===== config.mk =====
export PLATFORM = sky130hd
export DESIGN_NAME = branch_flag_unit
export DESIGN_NICKNAME = d
export VERILOG_FILES = /design/src/rtl/cpu_pkg.sv /design/src/rtl/cond_eval.sv /design/src/rtl/branch_flag_unit.sv
export SDC_FILE = /design/constraint.sdc
export NUM_CORES = 1
export LEC_CHECK = 0
export CAP_MARGIN = 0
export CORE_AREA = 2 2 43 45
export DETAILED_ROUTE_END_ITERATION = 10
export DIE_AREA = 0 0 45 47
export DONT_BUFFER_PORTS = 1
export PLACE_DENSITY = 0.59
export SYNTH_ARGS = -nofsm -noshare
export SYNTH_HDL_FRONTEND = slang
export SYNTH_SLANG_ARGS = --single-unit

===== constraint.sdc =====
create_clock -name clk -period 1.6 [get_ports clk]
set_input_delay 0.32 -clock clk [delete_from_list [all_inputs] [get_ports clk]]
set_output_delay 0.32 -clock clk [all_outputs]
set_load 0.05 [all_outputs]

===== src/rtl/cpu_pkg.sv =====
// Shared CPU types: branch condition codes, condition-flag struct and
// the branch-resolution FSM state encoding.
package cpu_pkg;

  typedef enum logic [2:0] {
    BR_NE     = 3'b000,
    BR_EQ     = 3'b001,
    BR_GT     = 3'b010,
    BR_LT     = 3'b011,
    BR_GE     = 3'b100,
    BR_LE     = 3'b101,
    BR_OVF    = 3'b110,
    BR_ALWAYS = 3'b111
  } br_cond_t;

  typedef struct packed {
    logic n;
    logic z;
    logic v;
  } flag_t;

  typedef enum logic [1:0] {
    ST_IDLE = 2'd0,
    ST_WAIT = 2'd1,
    ST_RESP = 2'd2
  } br_state_t;

endpackage


===== src/rtl/cond_eval.sv =====
// Pure combinational branch-condition evaluator; shared with the decode-stage
// predictor so both agree on what each condition code means.
module cond_eval
  import cpu_pkg::*;
(
  input  br_cond_t cond,
  input  flag_t    f,
  output logic     taken
);

  always_comb begin
    taken = 1'b0;
    case (cond)
      BR_NE:     taken = ~f.z;
      BR_EQ:     taken = f.z;
      BR_GT:     taken = ~f.z & ~f.n;
      BR_LT:     taken = f.n;
      BR_GE:     taken = ~f.n;
      BR_LE:     taken = f.n | f.z;
      BR_OVF:    taken = f.v;
      BR_ALWAYS: taken = 1'b1;
      default:   taken = 1'b0;
    endcase
  end

endmodule


===== src/rtl/branch_flag_unit.sv =====
// ALU-result consumer: holds architectural N/Z/V flags, counts in-flight
// flag-setting ops and resolves conditional-branch queries from decode.
module branch_flag_unit
  import cpu_pkg::*;
#(
  parameter  int MAX_PENDING = 3,
  localparam int CNT_W       = $clog2(MAX_PENDING + 1)
) (
  input  logic             clk,
  input  logic             rst_n,
  input  logic             flag_issue,
  input  logic             ALU_done,
  input  logic             N,
  input  logic             Z,
  input  logic             V,
  input  logic             flush,
  input  logic             br_valid,
  input  logic [2:0]       br_cond,
  output logic             br_ready,
  output logic             res_valid,
  output logic             res_taken,
  input  logic             res_ready,
  output logic [2:0]       flags,
  output logic [CNT_W-1:0] pending,
  output logic             err,
  output br_state_t        state_dbg
);

  localparam logic [CNT_W-1:0] PEND_MAX = CNT_W'(MAX_PENDING);

  // Handshakes: a query transfers on a cycle where br_valid && br_ready;
  // a resolution transfers on a cycle where res_valid && res_ready.
  // res_valid/res_taken stay stable until that transfer; a flush drops both.

  flag_t            flags_q, flags_next;
  logic [CNT_W-1:0] pend_q, pend_next;
  logic             err_q, err_next;

  br_state_t        state, state_next;
  br_cond_t         cond_q, cond_next, eval_cond;
  logic             taken_q, taken_next;
  logic             eval_taken;

  // Counter and flag register next-state; flush overrides counting.
  always_comb begin
    pend_next  = pend_q;
    err_next   = err_q;
    flags_next = ALU_done ? flag_t'({N, Z, V}) : flags_q;
    if (flush) begin
      pend_next = '0;
    end else if (flag_issue && !ALU_done) begin
      if (pend_q == PEND_MAX) err_next = 1'b1;
      else                    pend_next = pend_q + CNT_W'(1);
    end else if (ALU_done && !flag_issue) begin
      if (pend_q == '0) err_next = 1'b1;
      else              pend_next = pend_q - CNT_W'(1);
    end
  end

  // In IDLE the live request is evaluated; in WAIT the captured one.
  assign eval_cond = (state == ST_IDLE) ? br_cond_t'(br_cond) : cond_q;

  cond_eval u_cond_eval (
    .cond  (eval_cond),
    .f     (flags_next),
    .taken (eval_taken)
  );

  always_comb begin
    state_next = state;
    cond_next  = cond_q;
    taken_next = taken_q;
    if (flush) begin
      state_next = ST_IDLE;
      taken_next = 1'b0;
    end else begin
      case (state)
        ST_IDLE: begin
          if (br_valid) begin
            cond_next = br_cond_t'(br_cond);
            if (pend_next == '0) begin
              taken_next = eval_taken;
              state_next = ST_RESP;
            end else begin
              state_next = ST_WAIT;
            end
          end
        end
        ST_WAIT: begin
          if (pend_next == '0) begin
            taken_next = eval_taken;
            state_next = ST_RESP;
          end
        end
        ST_RESP: begin
          if (res_ready) state_next = ST_IDLE;
        end
        default: state_next = ST_IDLE;
      endcase
    end
  end

  always_ff @(posedge clk or negedge rst_n) begin
    if (!rst_n) begin
      state   <= ST_IDLE;
      cond_q  <= BR_NE;
      taken_q <= 1'b0;
      flags_q <= '0;
      pend_q  <= '0;
      err_q   <= 1'b0;
    end else begin
      state   <= state_next;
      cond_q  <= cond_next;
      taken_q <= taken_next;
      flags_q <= flags_next;
      pend_q  <= pend_next;
      err_q   <= err_next;
    end
  end

  assign br_ready  = (state == ST_IDLE);
  assign res_valid = (state == ST_RESP);
  assign res_taken = taken_q;
  assign flags     = flags_q;
  assign pending   = pend_q;
  assign err       = err_q;
  assign state_dbg = state;

endmodule


==> results by group <==
Outcome
  • Status: finished, violations left
  • Failing checks: setup timing

Die
  • Core region area: roughly 1700 sq um
  • Starting density of the core: 0.425
  • Die height: 47 um
  • Die Wd: between 40 and 50 um
  • Num ports: 24
  • Row count: 15
  • Full die area: 2120 sq um

Yosys
  • Post-synthesis sequential area ratio: 0.428
  • Yosys warns: 0
  • Share of the synthesized area in the top cell type: 0.428
  • Synth Area in Adders: 0.0357
  • Compound-cell area share of the yosys netlist: 0.175
  • Distinct cells, synth: 28
  • Synth area leader: dfrtp_1
  • Area of the mapped netlist: approximately 700 sq um
  • Synthesis-stage register bit count: 12
  • Largest family of logic cells by synthesized area: simple AND/OR/NAND/NOR gates
  • Syn nets: 84
  • Post-Synth Simple-Gate Area: 0.187
  • Post-Synth XOR/XNOR Area: 0.0250
  • Area contributors post-synth: dfrtp_1 (43%), mux2_2 (8.0%), mux2i_1 (4.3%), a211oi_1 (4.3%), ha_1 (3.6%)
  • Cells after Synth: 69
  • Syn_area_per_cell: 10.2 sq um
  • Multiplexer share of the synthesized area: 0.123

Finish
  • Post-route cell area: around 1000 sq um
  • Most common cell after layout, fill and taps aside: buf_4
  • Layout area overhead: 41.9%
  • Nets: 107
  • Share of cells above drive strength 1: 0.440
  • Commonest non-fill, non-tap cells in the layout: buf_4 (12), dfrtp_1 (10), nor2_1 (6)
  • Finished Layout Cells: 108
  • FILL cells: roughly 140
  • Ant. Diodes: 0

Route
  • DR WL/cell: between 10 and 15 um
  • Initial DRC count: 7
  • Antenna Nets Post-Route: 0
  • DRC viols: 0
  • Vias after detailed routing: roughly 600
  • Drt pass-1 iters: 2
  • Via density: 5.50
  • WL final: 1.59 mm

Power and ir drop
  • PD cells: 916 nW/um^2
  • Leakage power: about 0.42 nW
  • Peak VDD IR: approximately 0.00043 V

Run
  • Max-cap violations: 0

Critical path
  • CP endpoint: res_taken$_DFFE_PN0P_
  • CP peak stage delay: ~0.45 ns
  • Setup crit start: state_dbg[0]$_DFFE_PN0P_
  • CP Capture Type: register
  • Worst Setup Start Kind: register
  • Worst Setup Path Type: reg2reg
  • Startpoint of the worst register-to-register path: state_dbg[0]$_DFFE_PN0P_
  • CP Data Arrival Time: ~1.8 ns
  • Critical path depth: 6
  • Largest fanout on the critical path: 5
  • Delay-heaviest family, CP: flip-flops
  • Req. time, crit path: roughly 1.8 ns
  • Reg2reg end: res_taken$_DFFE_PN0P_
  • R2R cell count: 6
  • Crit path cell chain: nor2_4 > buf_12 > mux2i_4 > buf_6 > a2111oi_4 > a311o_1
  • CP Buf/Inv Count: 2
  • Flop2flop setup slack: -0.006 ns
  • CP max-delay cell: dfrtp_2

Timing
  • RSZ-0062 raised after global routing: true
  • Crit path time final: around 1.6 ns
  • Setup TNS: -0.00622 ns
  • Final slew viol count: 0
  • Skew final: between 0.01 and 0.015 ns
  • Post-route setup slack: -0.00622 ns
  • Final Cycle Share: 1.00
  • Fin. Hold Viols: 0
  • Final setup fails: 1
  • Worst slew margin: 0.613
  • Worst-margin pin slew: 0.579 ns
  • Fmax: approximately 0.62 GHz

Global routing
  • GRT Overall Usage: 0.171
  • Vias in the first global route: about 560
  • Largest net degree at the start of global routing: 13
  • GR Overflow Total: 0
  • First-pass GRT wire length: roughly 2.6 mm
  • Initial antenna violation count: 0

Clock tree
  • H-tree level count: 1
  • Root buffer cell: clkbuf_4
  • # clock sinks: 12
  • Clk_lat worst skew: 0.27 ns
  • CTS Buf Count: 3
  • CTS clk-pin slew, worst paths: roughly 0.090 ns
  • Clock buffer depth: 2
  • TritonCTS clock tree: done

Placement
  • Dpl cell area: 815 sq um
  • DP HPWL: ~1.1 mm
  • Pre-CTS setup slack: ~0.015 ns
  • Routability Congestion: around 0.73
  • # port buffers: 0
  • Dpl cells: between 90 and 100

Worst hold path
  • HP Class: in2reg
## cells in the mapped netlist
master     instances
xnor2_1            1
and3_1             1
mux2_2             5
or3_1              1
o21ai_0            1
nand3b_1           1
nor3b_1            1
a2111oi_0          1
a311o_1            1
or2_2              1
nor2_1             6
mux2i_1            3
nand3_1            3
dfrtp_1           12
xor2_1             1
nand2b_1           3
a211oi_1           4
nor3_1             2
a21oi_1            4
inv_1              5
o211ai_1           1
a21boi_2           1
nor2b_1            2
nand2_1            2
ha_1               2
nor2_4             1
a2111oi_2          1
o21a_1             2
## what timing repair did
action | 4_1_cts | 5_1_grt
gates resized for setup | 1 | 16
setup endpoints to repair | 2 | 2
pin swaps | 1 | 5
gates cloned | 0 | 0
hold endpoints to repair | 12 | 0
hold buffers | 1 | 0
buffers inserted | 3 | 3
## registers in the layout, summed over array words and instances (netlist names)
name       flops
state_dbg      2
err            1
cond_q         3
flags          3
res_taken      1
pending        2
## layer usage
metal | up-vias | share of wire | wire, um | GRT usage
li1 | 295 | - | - | -
met1 | 272 | 0.44 | 706 | 0.222
met2 | 23 | 0.46 | 725 | 0.260
met3 | 4 | 0.081 | 129 | 0.0462
met4 | 0 | 0.017 | 27 | 0.0882
met5 | - | 0 | 0 | 0
## kinds of logic after synthesis
kind of cell / count (synthesis)
muxes: 8
and+or+nand+nor: 24
buffers and inverters: 5
adders and majority gates: 2
DFF: 12
xor gates and xnor gates: 2
AOI/OAI and AO/OA: 16
## metrics by stage
stage	power (mW)	util	hold slack, ns
2_1_floorplan	0.569	-	0.0244
3_3_place_gp	0.629	0.493	0.0247
3_5_place_dp	0.632	0.493	0.0247
4_1_cts	0.852	0.531	0.0953
5_1_grt	0.959	0.603	0.0821
6_report	0.912	0.603	0.0943
## layout make-up
cell class	count	area (sq um)	share of cell area
inverter	5	18.8	0.0188
timing repair buffer	18	165	0.166
clock buffer	4	26.3	0.0264
multi-input combinational	52	462	0.464
sequential	12	303	0.304
tap	17	21.3	0.0214
## worst min path at each step
stage	from	end	slack, ns	depth (start not counted)
floorplan	rst_n	cond_q[0]$_DFFE_PN0P_	0.02	0
global placement	rst_n	flags[0]$_DFF_PN0_	0.02	0
finish	flush	state_dbg[1]$_DFFE_PN0P_	0.09	1
CTS	flush	state_dbg[1]$_DFFE_PN0P_	0.1	1
global route	flush	state_dbg[1]$_DFFE_PN0P_	0.08	1
detailed placement	rst_n	flags[0]$_DFF_PN0_	0.02	0
## report_power, final
| group | total, mW | internal [mW] | switching, mW |
|---|---|---|---|
| clock | 0.196 | 0.0962 | 0.0997 |
| sequential | 0.386 | 0.337 | 0.0496 |
| combinational | 0.330 | 0.151 | 0.178 |
Note: power is estimated with default switching activity, not from simulation.
